==> config.mk <==
export PLATFORM = sky130hd
export DESIGN_NAME = mem_stage
export DESIGN_NICKNAME = d
export VERILOG_FILES = /design/src/rtl/riscv_pkg.sv /design/src/rtl/mem_stage.sv
export SDC_FILE = /design/constraint.sdc
export NUM_CORES = 1
export LEC_CHECK = 0
export BUFFER_PORTS_ARGS = -buffer_cell sky130_fd_sc_hd__buf_4
export CAP_MARGIN = 30
export CORE_UTILIZATION = 47
export CTS_BUF_LIST = sky130_fd_sc_hd__clkbuf_2 sky130_fd_sc_hd__clkbuf_4 sky130_fd_sc_hd__clkbuf_8
export DETAILED_ROUTE_END_ITERATION = 7
export HOLD_SLACK_MARGIN = 0.03
export PLACE_DENSITY = 0.81
export SYNTH_ARGS = -nofsm -noshare
export SYNTH_HDL_FRONTEND = slang
export SYNTH_SLANG_ARGS = --single-unit
==> constraint.sdc <==
create_clock -name clk_i -period 1.87 [get_ports clk_i]
set_input_delay 0.2805 -clock clk_i [delete_from_list [all_inputs] [get_ports clk_i]]
set_output_delay 0.2805 -clock clk_i [all_outputs]
set_load 0.01 [all_outputs]
==> src/rtl/riscv_pkg.sv <==
// Shared types for the 16-bit core pipeline.
package riscv_pkg;

   // Second ALU operand source, selected in decode.
   typedef enum logic {
      ALU_SRC_REG = 1'b0,
      ALU_SRC_IMM = 1'b1
   } alu_src_t;

   // Memory operation carried from execute into the memory stage (3 decodes as MEM_NONE).
   typedef enum logic [1:0] {
      MEM_NONE  = 2'd0,
      MEM_LOAD  = 2'd1,
      MEM_STORE = 2'd2
   } mem_op_t;

   // Memory-stage FSM states.
   typedef enum logic [1:0] {
      StIdle = 2'd0,
      StReq  = 2'd1,
      StWait = 2'd2,
      StDone = 2'd3
   } mem_state_t;

endpackage

==> src/rtl/mem_stage.sv <==
// Memory-access stage: serialises loads/stores to a req/gnt/rvalid data port and
// holds one registered result for writeback behind a valid/ready handshake.
module mem_stage
   import riscv_pkg::*;
#(
   parameter int unsigned REG_ADDR_W = 3
) (
   input  logic                  clk_i,
   input  logic                  rst_ni,
   input  logic                  ex_valid_i,
   output logic                  ex_ready_o,
   input  logic [15:0]           alu_data_i,
   input  logic [15:0]           rs2_data_i,
   input  logic [1:0]            mem_op_i,
   input  logic [REG_ADDR_W-1:0] rd_addr_i,
   input  logic                  wb_en_i,
   input  logic                  flush_i,
   output logic                  dmem_req_o,
   output logic                  dmem_we_o,
   output logic [14:0]           dmem_addr_o,
   output logic [15:0]           dmem_wdata_o,
   input  logic                  dmem_gnt_i,
   input  logic                  dmem_rvalid_i,
   input  logic [15:0]           dmem_rdata_i,
   output logic                  wb_valid_o,
   input  logic                  wb_ready_i,
   output logic [15:0]           wb_data_o,
   output logic [REG_ADDR_W-1:0] wb_rd_o,
   output logic                  wb_en_o,
   output logic                  misalign_o
);

   mem_state_t            state_q, state_d;
   logic                  kill_q, kill_d;
   logic                  we_q, we_d;
   logic [14:0]           addr_q, addr_d;
   logic [15:0]           wdata_q, wdata_d;
   logic [15:0]           wb_data_q, wb_data_d;
   logic [REG_ADDR_W-1:0] wb_rd_q, wb_rd_d;
   logic                  wb_en_q, wb_en_d;
   logic                  misalign_q, misalign_d;

   mem_op_t op;
   logic    is_load, is_store, is_mem, misaligned, accept, killed;

   // Ready/accept decode and next-state for the FSM and the result register.
   always_comb begin
      op         = mem_op_t'(mem_op_i);
      is_load    = (op == MEM_LOAD);
      is_store   = (op == MEM_STORE);
      is_mem     = is_load || is_store;
      misaligned = alu_data_i[0];

      ex_ready_o = ((state_q == StIdle) || ((state_q == StDone) && wb_ready_i)) && !flush_i;
      accept     = ex_valid_i && ex_ready_o;
      // A flush landing in the completion cycle still kills the access.
      killed     = kill_q || flush_i;

      state_d    = state_q;
      kill_d     = kill_q;
      we_d       = we_q;
      addr_d     = addr_q;
      wdata_d    = wdata_q;
      wb_data_d  = wb_data_q;
      wb_rd_d    = wb_rd_q;
      wb_en_d    = wb_en_q;
      misalign_d = 1'b0;

      case (state_q)
         StIdle: state_d = StIdle;
         StReq: begin
            // Request stays up until granted, even under flush.
            if (flush_i) kill_d = 1'b1;
            if (dmem_gnt_i) begin
               if (we_q) begin
                  state_d = killed ? StIdle : StDone;
                  kill_d  = 1'b0;
               end else begin
                  state_d = StWait;
               end
            end
         end
         StWait: begin
            if (flush_i) kill_d = 1'b1;
            if (dmem_rvalid_i) begin
               wb_data_d = dmem_rdata_i;
               state_d   = killed ? StIdle : StDone;
               kill_d    = 1'b0;
            end
         end
         StDone: begin
            if (flush_i || wb_ready_i) state_d = StIdle;
         end
         default: state_d = StIdle;
      endcase

      // Accept overrides the retire-to-idle transition out of DONE.
      if (accept) begin
         we_d       = is_store;
         addr_d     = alu_data_i[15:1];
         wdata_d    = rs2_data_i;
         wb_data_d  = alu_data_i;
         wb_rd_d    = rd_addr_i;
         wb_en_d    = wb_en_i && !is_store && !(is_mem && misaligned);
         misalign_d = is_mem && misaligned;
         state_d    = (is_mem && !misaligned) ? StReq : StDone;
      end
   end

   // FSM state and result/request registers.
   always_ff @(posedge clk_i or negedge rst_ni) begin
      if (!rst_ni) begin
         state_q    <= StIdle;
         kill_q     <= 1'b0;
         we_q       <= 1'b0;
         addr_q     <= '0;
         wdata_q    <= '0;
         wb_data_q  <= '0;
         wb_rd_q    <= '0;
         wb_en_q    <= 1'b0;
         misalign_q <= 1'b0;
      end else begin
         state_q    <= state_d;
         kill_q     <= kill_d;
         we_q       <= we_d;
         addr_q     <= addr_d;
         wdata_q    <= wdata_d;
         wb_data_q  <= wb_data_d;
         wb_rd_q    <= wb_rd_d;
         wb_en_q    <= wb_en_d;
         misalign_q <= misalign_d;
      end
   end

   assign dmem_req_o   = (state_q == StReq);
   assign dmem_we_o    = we_q;
   assign dmem_addr_o  = addr_q;
   assign dmem_wdata_o = wdata_q;
   assign wb_valid_o   = (state_q == StDone);
   assign wb_data_o    = wb_data_q;
   assign wb_rd_o      = wb_rd_q;
   assign wb_en_o      = wb_en_q;
   assign misalign_o   = misalign_q;

endmodule

# --- After elaboration in Yosys (flattened, before gate mapping) ---
# Index checks and enable logic that the tools add are counted.
classes:
  n_eq_ne: 8
  mux: 17
  reduce_logical: 21
ops:
  columns: ["operator", "count"]
  rows:
  - ["$mux 16", 3]
  - ["$mux 2", 7]
  - ["$pmux 2 s4", 1]
  - ["$logic_and 1x1->1", 7]
  - ["$eq 2x2->1 const B", 3]
  - ["$ne 3x1->1 const B", 2]
  - ["$reduce_bool 2->1", 3]
  - ["$mux 1", 5]
  - ["$eq 2x1->1 const B", 2]
  - ["$logic_not 1->1", 4]
  - ["$logic_or 1x1->1", 4]
  - ["$ne 3x3->1 const B", 1]
  - ["$reduce_and 3->1", 1]
  - ["$logic_not 2->1", 1]
  - ["$pmux 1 s2", 1]
  - ["$reduce_and 2->1", 1]
word_totals:
  ff_bits: 56
  in_bits: 61
  out_inout_bits: 56
  word_cells: 55

# --- Depth between registers and ports, before layout ---
depth:
  ltp_word: 7
  mapped_depth: 7

# --- Least setup slack after synthesis ---
# Ideal clock, no wire load.
synth_path:
  path_kind: "flip-flop to flip-flop"
  from: "reg state_q[1]"
  to: "reg wdata_q[1] (netlist: dmem_wdata_o[1])"
  arrival_ns: 1.492
  path_slack_ns: 0.253
  path_stages_with_launch: 6
  synth_period_minus_slack_ns: 1.617
  cell_sequence: "dfrtp_1 -> ha_1 -> a21oi_2 -> nor3b_4 -> buf_6 -> mux2_2"
synth_via:
  elab_chain_cells: 5
  elab_cells_between_ends: 6
  cone_classes: "1 x eq/ne; 5 x reduce/logical"
synth_rtl:
  columns: ["element", "line", "text"]
  rows:
  - ["start: declaration", "mem_stage.sv:33", "mem_state_t state_q, state_d;"]
  - ["start signal: assignment", "mem_stage.sv:113", "state_q <= StIdle;"]
  - ["start signal: assignment", "mem_stage.sv:123", "state_q <= state_d;"]
  - ["$eq 2x2->1", null, null]
  - ["net wb_valid_o", "mem_stage.sv:25", "output logic wb_valid_o,"]
  - ["$logic_and 1x1->1", "mem_stage.sv:54", "ex_ready_o = ((state_q == StIdle) || ((state_q == StDone) && wb_ready_i)) && !flush_i;"]
  - ["$logic_or 1x1->1", "mem_stage.sv:54", null]
  - ["$logic_and 1x1->1", "mem_stage.sv:54", null]
  - ["$logic_and 1x1->1", "mem_stage.sv:55", "accept = ex_valid_i && ex_ready_o;"]
  - ["end signal: assignment", "mem_stage.sv:127", "wdata_q <= wdata_d;"]
  - ["end: declaration", "mem_stage.sv:37", "logic [15:0] wdata_q, wdata_d;"]
# The timed path passes the listed nets, and every way through them passes these cells.
# A chain may end at the register's enable or synchronous reset.

# --- Worst setup path in the final report ---
layout_path:
  from: "reg state_q[0]"
  to: "out ex_ready_o"
layout_via:
  elab_chain_cells: 4
  elab_cells_between_ends: 5
  cone_classes: "1 x eq/ne; 4 x reduce/logical"
layout_rtl:
  columns: ["element", "line", "text"]
  rows:
  - ["$eq 2x2->1", "mem_stage.sv:54", null]
  - ["$logic_and 1x1->1", "mem_stage.sv:54", null]
  - ["$logic_or 1x1->1 *", "mem_stage.sv:54", null]
  - ["$logic_and 1x1->1 *", "mem_stage.sv:54", null]
  - ["end: declaration", "mem_stage.sv:11", "output logic ex_ready_o,"]
# Mark *: on every way between the ends. The rest lies on a longest branch, timed or not.

==> flow_summary.toml <==
[pwr]
p_leak_nw = 1.79
pwr_density_cell_nw_per_um2 = 1530
total_power_mw = 5.29
irDropWorstVdd_mv = 0.960

[die]
core_region_area_um2 = 4790
die_w_um = 73.1
start_util_pct = 49.7
rows = 25
num_io_pins = 117
die_y_um = 73.1
die-area_um2 = 5350

[global_route]
grt_max_degree = 57
grt_usage_pct = 21.4
grt_pass1_wl_mm = 8.56
antenna_found_initial = 0
grt_overflow = 0
grt_pass1_vias = 1959

[worst_setup_path]
r2r_setup_slack_ps = 180
timing.rr.end = "dmem_wdata_o[3]"
critPathCapture = "ex_ready_o"
crit_path_start_kind = "flop"
r2r_start = "state_q[0]"
cp-end-kind = "primary output"
crit_required_ps = 1590
crit_arrival_ps = 1420
reg2reg_depth = 6
critical_path_class = "reg -> out"
crit_start = "state_q[0]"
worst-path-max-fanout = 3

[clocking]
root_buffer = "clkbuf_8"
clockBufferDepth = 2
cts_hold_buf = 0
post_cts_resized = 0
cts.htree.levels = 2
cts_tree = "yes"
clkSinkCount = 56
cts-buffers-inserted = 5
postCtsSetupBuffers = 0
clk_pin_slew_ps = 100
insertion_delay_ps = 310

[sta]
drv_slew = 0
rsz0062_at_grt = "no"
finClkSkew_ps = 8.31
setup_tns_ps = 0
fin_crit_sh_pct = 90.7
worstMarginPinSlew_ps = 695
max_freq_mhz = 590
relSlewSlack_pct = 53.7
finalSetupViolCount = 0
hold_ws_ps = 5.52
hold_viol = 0
min_period_ps = 1700
setup_slack_ps = 174

[logic_synthesis]
synthArstFlopShare_pct = 100
synth_top_family_by_area = "multiplexers"
synth_xor_area_share_pct = 0
synth_ff_type = "dfrtp_1"
avgSynthCellArea_um2 = 11.9
synth_top_area_share_pct = 58.9
ys_seq_area_share_pct = 58.9
yosys.area_share.simple_pct = 6.84
synth_top_area_cell = "dfrtp_1"
syn_inst = 199
synth_fa_ha_area_share_pct = 2.63
synth_compound_area_share_pct = 9.53
synth_edf_count = 0
ys_warn_count = 0
netlist_top_cells_count = "dfrtp_1, o21ai_0, inv_1"
synth_most_common_cell = "dfrtp_1"
synth_mux_area_share_pct = 16.2
synth.distinct_cells = 28
synthTopCellsByArea = "dfrtp_1, mux2_2, o21ai_0"
ys_seq_elements = 56
syn-num-nets = 265
syn_area_um2 = 2380

[layout]
final_core_util_pct = 72.2
area_delta_synth_final_pct = 45.3
instances_no_fill = 388
num_antenna_cells = 0
nets = 386
drive_above_1_share_pct = 48.0
postLayoutCellArea_um2 = 3450
n_fill_cell = 367

[drt]
dr.pass1.iters = 4
wire_per_inst_um = 13.8
drtAntennaViolNets = 0
num_vias = 1896
drc_errors = 0
via_per_inst = 4.89
drtIter0Drc = 118
drt-total-wl_mm = 5.36

[hold_path]
worstHoldPathType = "in -> async"

[place]
pre_cts_ws_ps = 196
port_buffers = 116
placed_cell_area_um2 = 3330
dp.cells = 380
gp_congestion = 0.747
dp_hpwl_mm = 4.04

[status]
status = "finished, final reports clean"

[run]
drv_cap = 0
where the power goes:
part	switching (mW)	internal, mW	total [mW]
clock	0.390	0.438	0.828
sequential	0.338	1.79	2.13
combinational	1.06	1.28	2.34
flip-flops by register name, indices dropped and copies added (netlist names):
signal	flops
dmem_wdata_o	16
wb_en_o	1
kill_q	1
state_q	2
misalign_o	1
dmem_addr_o	15
dmem_we_o	1
wb_rd_o	3
wb_data_o	16
routing by layer:
layer  vias to the layer above  part of all wire [%]  GRT usage [%]
met2                        75                    49           35.3
li1                        910                     -              -
met3                         9                   8.9           8.01
met4                         0                   1.4           6.75
met1                       902                    40           26.1
met5                         -                     0              0
layout make-up:
cell class                 count  area (µm²)  share of cell area, %
sequential                    56        1400                   40.6
inverter                      22        82.6                   2.39
clock buffer                   6        82.6                   2.39
clock inverter                 2        38.8                   1.12
timing repair buffer         122         928                   26.9
multi-input combinational    113         837                   24.2
tap                           67        83.8                   2.43
cell usage in the layout, fill, tap and decap left out:
| master | Yosys | routed |
|---|---|---|
| buf_4 | 2 | 121 |
| dfrtp_1 | 56 | 56 |
| o21ai_0 | 33 | 33 |
| inv_1 | 22 | 22 |
| nand2_1 | 19 | 19 |
| mux2_2 | 19 | 19 |
| mux2i_1 | 16 | 16 |
| clkbuf_8 | 0 | 6 |
| ha_1 | 5 | 5 |
| nor2_1 | 3 | 3 |
| a21oi_1 | 3 | 3 |
| nand2b_1 | 2 | 2 |
| a21oi_2 | 1 | 1 |
| nor3b_4 | 1 | 1 |
| nand2_2 | 1 | 1 |
| nor3b_1 | 1 | 1 |
| a221oi_2 | 1 | 1 |
| nor4b_1 | 1 | 1 |
| o211ai_1 | 1 | 1 |
| o32ai_1 | 1 | 1 |
| nand3_1 | 1 | 1 |
| nor3b_2 | 1 | 1 |
| a31oi_1 | 1 | 1 |
| nand4b_1 | 1 | 1 |
| mux2_1 | 1 | 1 |
| bufinv_16 | 0 | 1 |
| clkinv_4 | 0 | 1 |
| buf_12 | 0 | 1 |
cells by family (layout without fill, tap and decap cells):
logic type	count (synthesis)	count (layout)
DFF	56	56
adders and majority gates	5	5
buffers and inverters	30	152
and+or+nand+nor	31	31
muxes	36	36
AOI/OAI and AO/OA	41	41
how the worst min path moves through the flow:
stage | from | cells past startpoint | end | slack, ps
global placement | rst_ni | 1 | dmem_wdata_o[13] | 370
floorplan | rst_ni | 0 | dmem_addr_o[0] | -20
finish | rst_ni | 1 | dmem_wdata_o[13] | 6
CTS | rst_ni | 1 | wb_data_o[1] | 30
detailed placement | rst_ni | 1 | dmem_wdata_o[13] | 380
global route | rst_ni | 1 | dmem_addr_o[13] | 80
worst max-delay path: stages (launching register included):
cell     delay [ps]
dfrtp_1         420
ha_1            250
a21oi_2         220
nor2_1           90
buf_4           150
Power figures use the tool's default switching activity.
